[config.mk]
export PLATFORM = sky130hd
export DESIGN_NAME = module_reg_writer
export DESIGN_NICKNAME = d
export VERILOG_FILES = /design/src/rtl/module_reg_writer_pkg.sv /design/src/rtl/module_reg_writer_debounce.sv /design/src/rtl/module_reg_writer.sv
export SDC_FILE = /design/constraint.sdc
export NUM_CORES = 1
export LEC_CHECK = 0
export CAP_MARGIN = 20
export CORE_UTILIZATION = 36
export CTS_BUF_LIST = sky130_fd_sc_hd__clkbuf_4
export CTS_CLUSTER_DIAMETER = 40
export DETAILED_ROUTE_END_ITERATION = 8
export DONT_BUFFER_PORTS = 1
export MAX_ROUTING_LAYER = met4
export PLACE_DENSITY = 0.54
export SLEW_MARGIN = 25
export SYNTH_ARGS = -nofsm -noshare
export SYNTH_HDL_FRONTEND = slang
export SYNTH_SLANG_ARGS = --single-unit
[constraint.sdc]
create_clock -name clk -period 1.9 [get_ports clk]
set_clock_uncertainty 0.15 [all_clocks]
set_input_delay 0.57 -clock clk [delete_from_list [all_inputs] [get_ports clk]]
set_output_delay 0.57 -clock clk [all_outputs]
set_load 0.01 [all_outputs]
[src/rtl/module_reg_writer_pkg.sv]
// Shared types and defaults for the display-register write controller.
//   state_t : write FSM states
//   op_t    : write operation selected by the accepted button press
//   BTN_*   : index of each button in the per-button vectors of the top
package pkg_reg_writer;

   typedef enum logic [1:0] {IDLE, WRITE, WAIT_REL} state_t;
   typedef enum logic {OP_LOAD, OP_INC} op_t;

   // 10 ms of stable level at the 10 MHz system clock
   localparam int DEBOUNCE_DEFAULT = 100000;
   localparam int SYNC_DEFAULT     = 2;

   localparam int BTN_LOAD = 0;
   localparam int BTN_INC  = 1;

endpackage

[src/rtl/module_reg_writer_debounce.sv]
// module_debounce: synchronizer + counter debouncer for one push-button.
//   clk, rst_n : system clock, async active-low reset
//   raw_i      : raw asynchronous button level
//   stable_o   : debounced level (starts at 0 after reset)
//   rise_o     : one-cycle pulse, coincident with stable_o going 0 -> 1
// A button already held when reset releases never yields rise_o: the
// debouncer only arms once it has seen a genuine low sample.
module module_debounce
   import pkg_reg_writer::*;
#(
   parameter int DEBOUNCE_CYCLES = DEBOUNCE_DEFAULT,
   parameter int SYNC_STAGES     = SYNC_DEFAULT
) (
   input  logic clk,
   input  logic rst_n,
   input  logic raw_i,
   output logic stable_o,
   output logic rise_o
);

   localparam int CNT_W = (DEBOUNCE_CYCLES > 1) ? $clog2(DEBOUNCE_CYCLES) : 1;
   localparam logic [CNT_W-1:0] CNT_LAST = CNT_W'(DEBOUNCE_CYCLES - 1);

   logic [SYNC_STAGES-1:0] sync_q;
   logic [SYNC_STAGES:0]   vld_pipe;   // marks when sync_q holds real samples
   logic [CNT_W-1:0]       cnt_q;
   logic                   armed_q;
   logic                   lvl;

   assign lvl = sync_q[SYNC_STAGES-1];

   always_ff @(posedge clk or negedge rst_n) begin
      if (!rst_n) begin
         sync_q   <= '0;
         vld_pipe <= '0;
         cnt_q    <= '0;
         armed_q  <= 1'b0;
         stable_o <= 1'b0;
         rise_o   <= 1'b0;
      end else begin
         sync_q   <= {sync_q[SYNC_STAGES-2:0], raw_i};
         vld_pipe <= {vld_pipe[SYNC_STAGES-1:0], 1'b1};
         rise_o   <= 1'b0;
         if (vld_pipe[SYNC_STAGES] && !lvl)
            armed_q <= 1'b1;
         if (lvl == stable_o) begin
            cnt_q <= '0;
         end else if (cnt_q == CNT_LAST) begin
            cnt_q    <= '0;
            stable_o <= lvl;
            rise_o   <= lvl & armed_q;
         end else begin
            cnt_q <= cnt_q + 1'b1;
         end
      end
   end

endmodule

[src/rtl/module_reg_writer.sv]
// module_reg_writer: turns raw switches and two push-buttons into clean
// writes of a WIDTH-bit clock-enabled register.
//   clk, rst_n  : 10 MHz system clock, async active-low reset
//   sw_i        : raw slide switches (synchronized, not debounced)
//   btn_load_i  : press writes the switch value
//   btn_inc_i   : press writes current value + 1 (wraps)
//   wr_data_o   : register data, valid with wr_ce_o and held afterwards
//   wr_ce_o     : one-cycle write enable
//   busy_o      : high from accepted press until both buttons are released
module module_reg_writer
   import pkg_reg_writer::*;
#(
   parameter int WIDTH           = 4,
   parameter int DEBOUNCE_CYCLES = DEBOUNCE_DEFAULT,
   parameter int SYNC_STAGES     = SYNC_DEFAULT
) (
   input  logic             clk,
   input  logic             rst_n,
   input  logic [WIDTH-1:0] sw_i,
   input  logic             btn_load_i,
   input  logic             btn_inc_i,
   output logic [WIDTH-1:0] wr_data_o,
   output logic             wr_ce_o,
   output logic             busy_o
);

   logic [SYNC_STAGES-1:0][WIDTH-1:0] sw_sync_q;
   logic [WIDTH-1:0]                  sw_lvl;
   logic [1:0]                        btn_raw, btn_stable, btn_rise;
   state_t                            state_q;
   op_t                               op;

   assign btn_raw[BTN_LOAD] = btn_load_i;
   assign btn_raw[BTN_INC]  = btn_inc_i;
   assign sw_lvl            = sw_sync_q[SYNC_STAGES-1];

   always_ff @(posedge clk or negedge rst_n) begin
      if (!rst_n) sw_sync_q <= '0;
      else        sw_sync_q <= {sw_sync_q[SYNC_STAGES-2:0], sw_i};
   end

   for (genvar b = 0; b < 2; b++) begin : g_btn
      module_debounce #(
         .DEBOUNCE_CYCLES (DEBOUNCE_CYCLES),
         .SYNC_STAGES     (SYNC_STAGES)
      ) u_db (
         .clk      (clk),
         .rst_n    (rst_n),
         .raw_i    (btn_raw[b]),
         .stable_o (btn_stable[b]),
         .rise_o   (btn_rise[b])
      );
   end

   // Load has priority when both edges land in the same cycle
   always_comb op = btn_rise[BTN_LOAD] ? OP_LOAD : OP_INC;

   always_ff @(posedge clk or negedge rst_n) begin
      if (!rst_n) begin
         state_q   <= IDLE;
         wr_data_o <= '0;
         wr_ce_o   <= 1'b0;
         busy_o    <= 1'b0;
      end else begin
         wr_ce_o <= 1'b0;
         case (state_q)
            IDLE: begin
               if (|btn_rise) begin
                  state_q   <= WRITE;
                  wr_ce_o   <= 1'b1;
                  busy_o    <= 1'b1;
                  wr_data_o <= (op == OP_LOAD) ? sw_lvl : wr_data_o + 1'b1;
               end else if (|btn_stable) begin
                  // level came up without an armed edge (held through reset)
                  state_q <= WAIT_REL;
                  busy_o  <= 1'b1;
               end
            end
            WRITE:    state_q <= WAIT_REL;
            WAIT_REL: begin
               if (~|btn_stable) begin
                  state_q <= IDLE;
                  busy_o  <= 1'b0;
               end
            end
            default: begin
               state_q <= IDLE;
               busy_o  <= 1'b0;
            end
         endcase
      end
   end

endmodule

# [Word-level counts from Yosys, hierarchy flattened]
# Index checks and enable logic that the tools add are counted.
[totals] register_bits=66 latch_bits=0 ramBits=0 romBits=0 in_bits=8 out_inout_bits=6 mem_count=0
[op_classes] add_sub_neg=3 mul=0 n_div=0 magnitude_cmp=0 eq_ne=8 shift=0 n_mux=19 bitwise_logic=5 reduce_logical=12
[op_table] cell="17-bit two-way mux" count=4
[op_table] cell="17-bit by 1-bit adder with 17-bit output, second input constant" count=2
[op_table] cell="17-bit == test, second input constant" count=2
[op_table] cell="1-bit two-way mux" count=9
[op_table] cell="2-bit AND reduction" count=4
[op_table] cell="2-bit two-way mux" count=3
[op_table] cell="2-bit case mux with 3 select lines" count=1
[op_table] cell="4-bit by 1-bit adder with 4-bit output, second input constant" count=1
[op_table] cell="4-bit two-way mux" count=1
[op_table] cell="2-bit OR reduction" count=2
[op_table] cell="3-bit != test, second input constant" count=1
[op_table] cell="1-bit NOT" count=3
[op_table] cell="1-bit case mux with 3 select lines" count=1
[op_table] cell="3-bit AND reduction" count=1
[op_table] cell="1-bit AND" count=2
[op_table] cell="1-bit == test" count=2
[op_table] cell="2-bit by 1-bit == test with 1-bit output, second input constant" count=1
[op_table] cell="2-bit == test, second input constant" count=1
[op_table] cell="1-bit logical AND" count=2
[op_table] cell="1-bit zero test" count=2
[op_table] cell="2-bit zero test" count=1
[op_table] cell="2-bit != test, second input constant" count=1

# [Depth between registers and ports, before layout]
[depth] ltp_word=4 mapped_depth=6 ltp_nobuf=5

# [Hierarchy]
# A second synthesis with hierarchy kept.
[unflattened] cells_unflattened=252 area_unflattened_um2=2805.2
[modules_own_cells] module="module_debounce" n_inst=2 cells_each=103 area_per_inst_um2=1106.1 seq_area_each_um2=625.6
[modules_own_cells] module="module_reg_writer" n_inst=1 cells_each=46 area_per_inst_um2=593.1 seq_area_each_um2=400.4

# [Worst setup path before layout]
# OpenSTA, ideal clock, no wires.
[synth_path] path_kind="flip-flop to flip-flop" startpoint="reg g_btn[0].u_db.cnt_q[2]" endpoint="reg g_btn[0].u_db.cnt_q[15]" setup_time_ns=0.077 t_arrival_ns=1.563 required_time_ns=1.673 slack_ns=0.110 path_stages_with_launch=5 cell_sequence="dfrtp_1 nand3_2 or3_4 or4_1 a21oi_1"
[synth_between] elab_chain_cells=3 word_cells_on_any_way=4
[synth_lines] element="start: declaration" line="module_reg_writer_debounce.sv:26" source="logic [CNT_W-1:0] cnt_q;"
[synth_lines] element="start signal: assignment" line="module_reg_writer_debounce.sv:53" source="cnt_q <= cnt_q + 1'b1;"
[synth_lines] element="17-bit by 1-bit adder with 17-bit output / 17-bit == test (equally long branches)" line="module_reg_writer_debounce.sv:53, module_reg_writer_debounce.sv:48"
[synth_lines] element="17-bit two-way mux (*)" line="module_reg_writer_debounce.sv:48" source="end else if (cnt_q == CNT_LAST) begin"
[synth_lines] element="17-bit two-way mux (*)" line="module_reg_writer_debounce.sv:46" source="if (lvl == stable_o) begin"
# Every way passes the cells marked *; elsewhere a longest branch is shown, timed or not.
# A chain may end at the register's enable or synchronous reset.

# [Worst setup path after layout]
[layout_path] startpoint="reg g_btn[0].u_db.cnt_q[7]" endpoint="reg g_btn[0].u_db.cnt_q[15]"
# The elaborated chain is that of the path after synthesis.

==> impl_metrics.yaml <==
sta:
  min_period_ns: 1.81
  setup_violations: 0
  hold_violations: 63
  rsz0062_at_grt: "no"
  period_share_pct: 95.4
  timing.fmax_mhz: 552
  layout_setup_ws_ns: 0.0869
  max_slew.worst_pin.slew_ns: 0.532
  holdWs_ns: -0.311
  maxSlewHeadroom_pct: 64.2
  slew_viol_final: 0
  tns_ns: 0
final_layout:
  layout-drive-gt1-share_pct: 17.6
  n_fill_cell: 719
  final_nets: 290
  instances_no_fill: 383
  diodes: 0
  syn2layout_area_growth_pct: 17.2
clock_tree:
  clock-sinks: 63
  clockBufferDepth: 2
  clk_pin_slew_ns: 0.11
  ctsRootBufferMaster: "clkbuf_4"
  cts_tree: "done"
  htreeDepth: 3
  clkLatencyLatePin_ns: 0.41
  cts_buffers: 9
floorplanning:
  core_sq_um: 7250
  num_io_pins: 14
  initial_core_util_pct: 37.4
  die_height_microns: 88.8
  rows: 31
  die_area_sq_um: 7890
  die_w_microns: 88.8
outcome:
  violations: "hold timing"
  outcome: "finished with violations"
setup_path:
  required_ns: 2.09
  crit_fanout: 5
  start_kind: "register"
  crit_chain: "nand4_4 > or3_4 > or4_1 > a21oi_1"
  critPathSlowestCell: "or4_1"
  reg2reg_depth: 4
  critPathMaxStageDelay_ns: 0.51
  critPathArrivalTime_ns: 2.00
  critical_path_class: "register to register"
  end_kind: "register"
synth:
  synth_edf_count: 0
  synthTopCellsByArea: "dfrtp_1 58%, xnor2_1 6.5%, nor2_1 5.4%"
  yosys.area.top_type_share_pct: 58.1
  synth_cells: 248
  yosys.cell_types.count: 40
  syn_avg_cell_area_sq_um: 10.9
  synthesis.area_sq_um: 2710
  ys_seq_area_share_pct: 58.1
  synthArstFlopShare_pct: 100
  synthFlopType: "dfrtp_1"
  synth_nets: 259
  yosysTopAreaCell: "dfrtp_1"
  yosys-top-cells-count: "63 x dfrtp_1, 39 x nor2_1, 20 x xnor2_1, 13 x nand2_1"
  yosysMostFrequentCell: "dfrtp_1"
  yosysWarnings: 0
  synth-seq-cells: 63
drt:
  vias: 1840
  drtPass1Iterations: 4
  drt_iter0_markers: 122
  wl_mm: 4.86
  drc_errors: 0
  viasPerCell: 4.80
  ant_nets: 0
  wl_per_cell_microns: 12.7
place:
  placed_cells: 360
  gp_congestion: 0.761
  dp_hpwl_mm: 3.31
  io_buffers: 0
  dp_slack_ns: 0.104
grt:
  grt_pass1_wl_mm: 8.20
  overflow: 0
  antenna_found_initial: 0
  grt_max_degree: 64
  grt_pass1_vias: 1769
  grt_util_all_layers_pct: 14.4
power_and_ir_drop:
  ir_worst_vdd_mv: 0.451
  power.density_nw_per_um2: 739
  leakagePower_nw: 1.33
hold_path:
  hp-class: "primary input to async pin"
job:
  drv_cap: 0
stage by stage:
step                      area [sq um]  power (W)  util, %
after floorplan                   2710    0.00144        -
after global placement            2940    0.00146     40.6
after detailed placement          2940    0.00146     40.6
after CTS                         3100    0.00239     42.7
after global routing              3180    0.00247     43.8
final                             3180    0.00235     43.8
sequential cells by signal, indices dropped and copies added (netlist names), 3 cells and up:
register / flops
g_btn.u_db.cnt_q: 34
g_btn.u_db.vld_pipe: 3
wr_data_o: 4
sw_lvl: 4
g_btn.u_db.sync_q: 4
sw_sync_q: 4
area by class of cell:
cell class	instances	area [sq um]	share of cell area, %
flip-flops and latches	63	1580	49.6
clock inverters	6	61.3	1.93
clock buffers	10	75.1	2.36
repair buffers	25	203	6.38
inverters	7	26.3	0.827
well taps	99	124	3.90
multi-input cells	173	1110	35.0
power breakdown:
| group | switching [W] | total, W | internal [W] |
|---|---|---|---|
| clock network | 0.000495 | 0.000904 | 0.000409 |
| logic | 0.0000292 | 0.0000619 | 0.0000327 |
| registers | 0.0000177 | 0.00138 | 0.00137 |
| total | 0.000542 | 0.00235 | 0.00181 |
what timing repair did:
item,in CTS,in global routing
setup buffers,0,1
endpoints found under the setup margin,0,17
gates resized for setup,0,8
endpoints found under the hold margin,65,67
hold buffers,2,4
logic make-up after synthesis:
family / share of synthesized area (%)
compound gates: 5.07
simple gates: 23.1
mux: 0.784
xor+xnor: 9.36
buf+inv: 2.03
other cells: 0.138
flops: 58.1
fa+ha+maj: 1.38
layer usage:
metal | global-route usage (%) | wire length, microns | part of all wire (%) | up-vias
met1 | 18.2 | 2410 | 50 | 875
met4 | 7.48 | 85 | 1.7 | 0
met5 | - | 0 | 0 | -
li1 | - | - | - | 936
met3 | 4.66 | 136 | 2.8 | 9
met2 | 20.6 | 2230 | 46 | 20
critical path: cells and delay by family, from the launching register on:
family          cells  cell delay, ns
compound gates      1            0.15
flops               1            0.47
simple gates        3            0.98
placed cells by master (no fill, tap or decap), types with 3 or more instances in the layout:
| cell | Yosys | routed |
|---|---|---|
| a21oi_1 | 10 | 10 |
| and3_1 | 3 | 3 |
| buf_4 | 0 | 19 |
| clkbuf_4 | 0 | 10 |
| clkinvlp_4 | 0 | 3 |
| dfrtp_1 | 63 | 62 |
| dlygate4sd3_1 | 0 | 6 |
| inv_1 | 7 | 7 |
| nand2_1 | 13 | 13 |
| nand3_1 | 11 | 11 |
| nand4_1 | 11 | 11 |
| nor2_1 | 39 | 39 |
| nor3_1 | 10 | 10 |
| nor4_1 | 9 | 8 |
| o31ai_1 | 3 | 3 |
| or2_2 | 4 | 4 |
| or4_1 | 3 | 3 |
| xnor2_1 | 20 | 20 |
| xor2_1 | 9 | 9 |
final timing paths:
path,start,to,slack (ns)
setup / recovery,g_btn[0].u_db.cnt_q[7],g_btn[0].u_db.cnt_q[15],0.09
hold reg to reg,g_btn[1].u_db.vld_pipe[1],g_btn[0].u_db.vld_pipe[2],0.21
setup reg to reg,g_btn[0].u_db.cnt_q[7],g_btn[0].u_db.cnt_q[15],0.09
max in group asynchronous,rst_n,sw_sync_q[3],1.80
min in group clk,g_btn[1].u_db.vld_pipe[1],g_btn[0].u_db.vld_pipe[2],0.21
hold / removal,rst_n,g_btn[1].u_db.cnt_q[8],-0.31
Note: power is estimated with default switching activity, not from simulation.
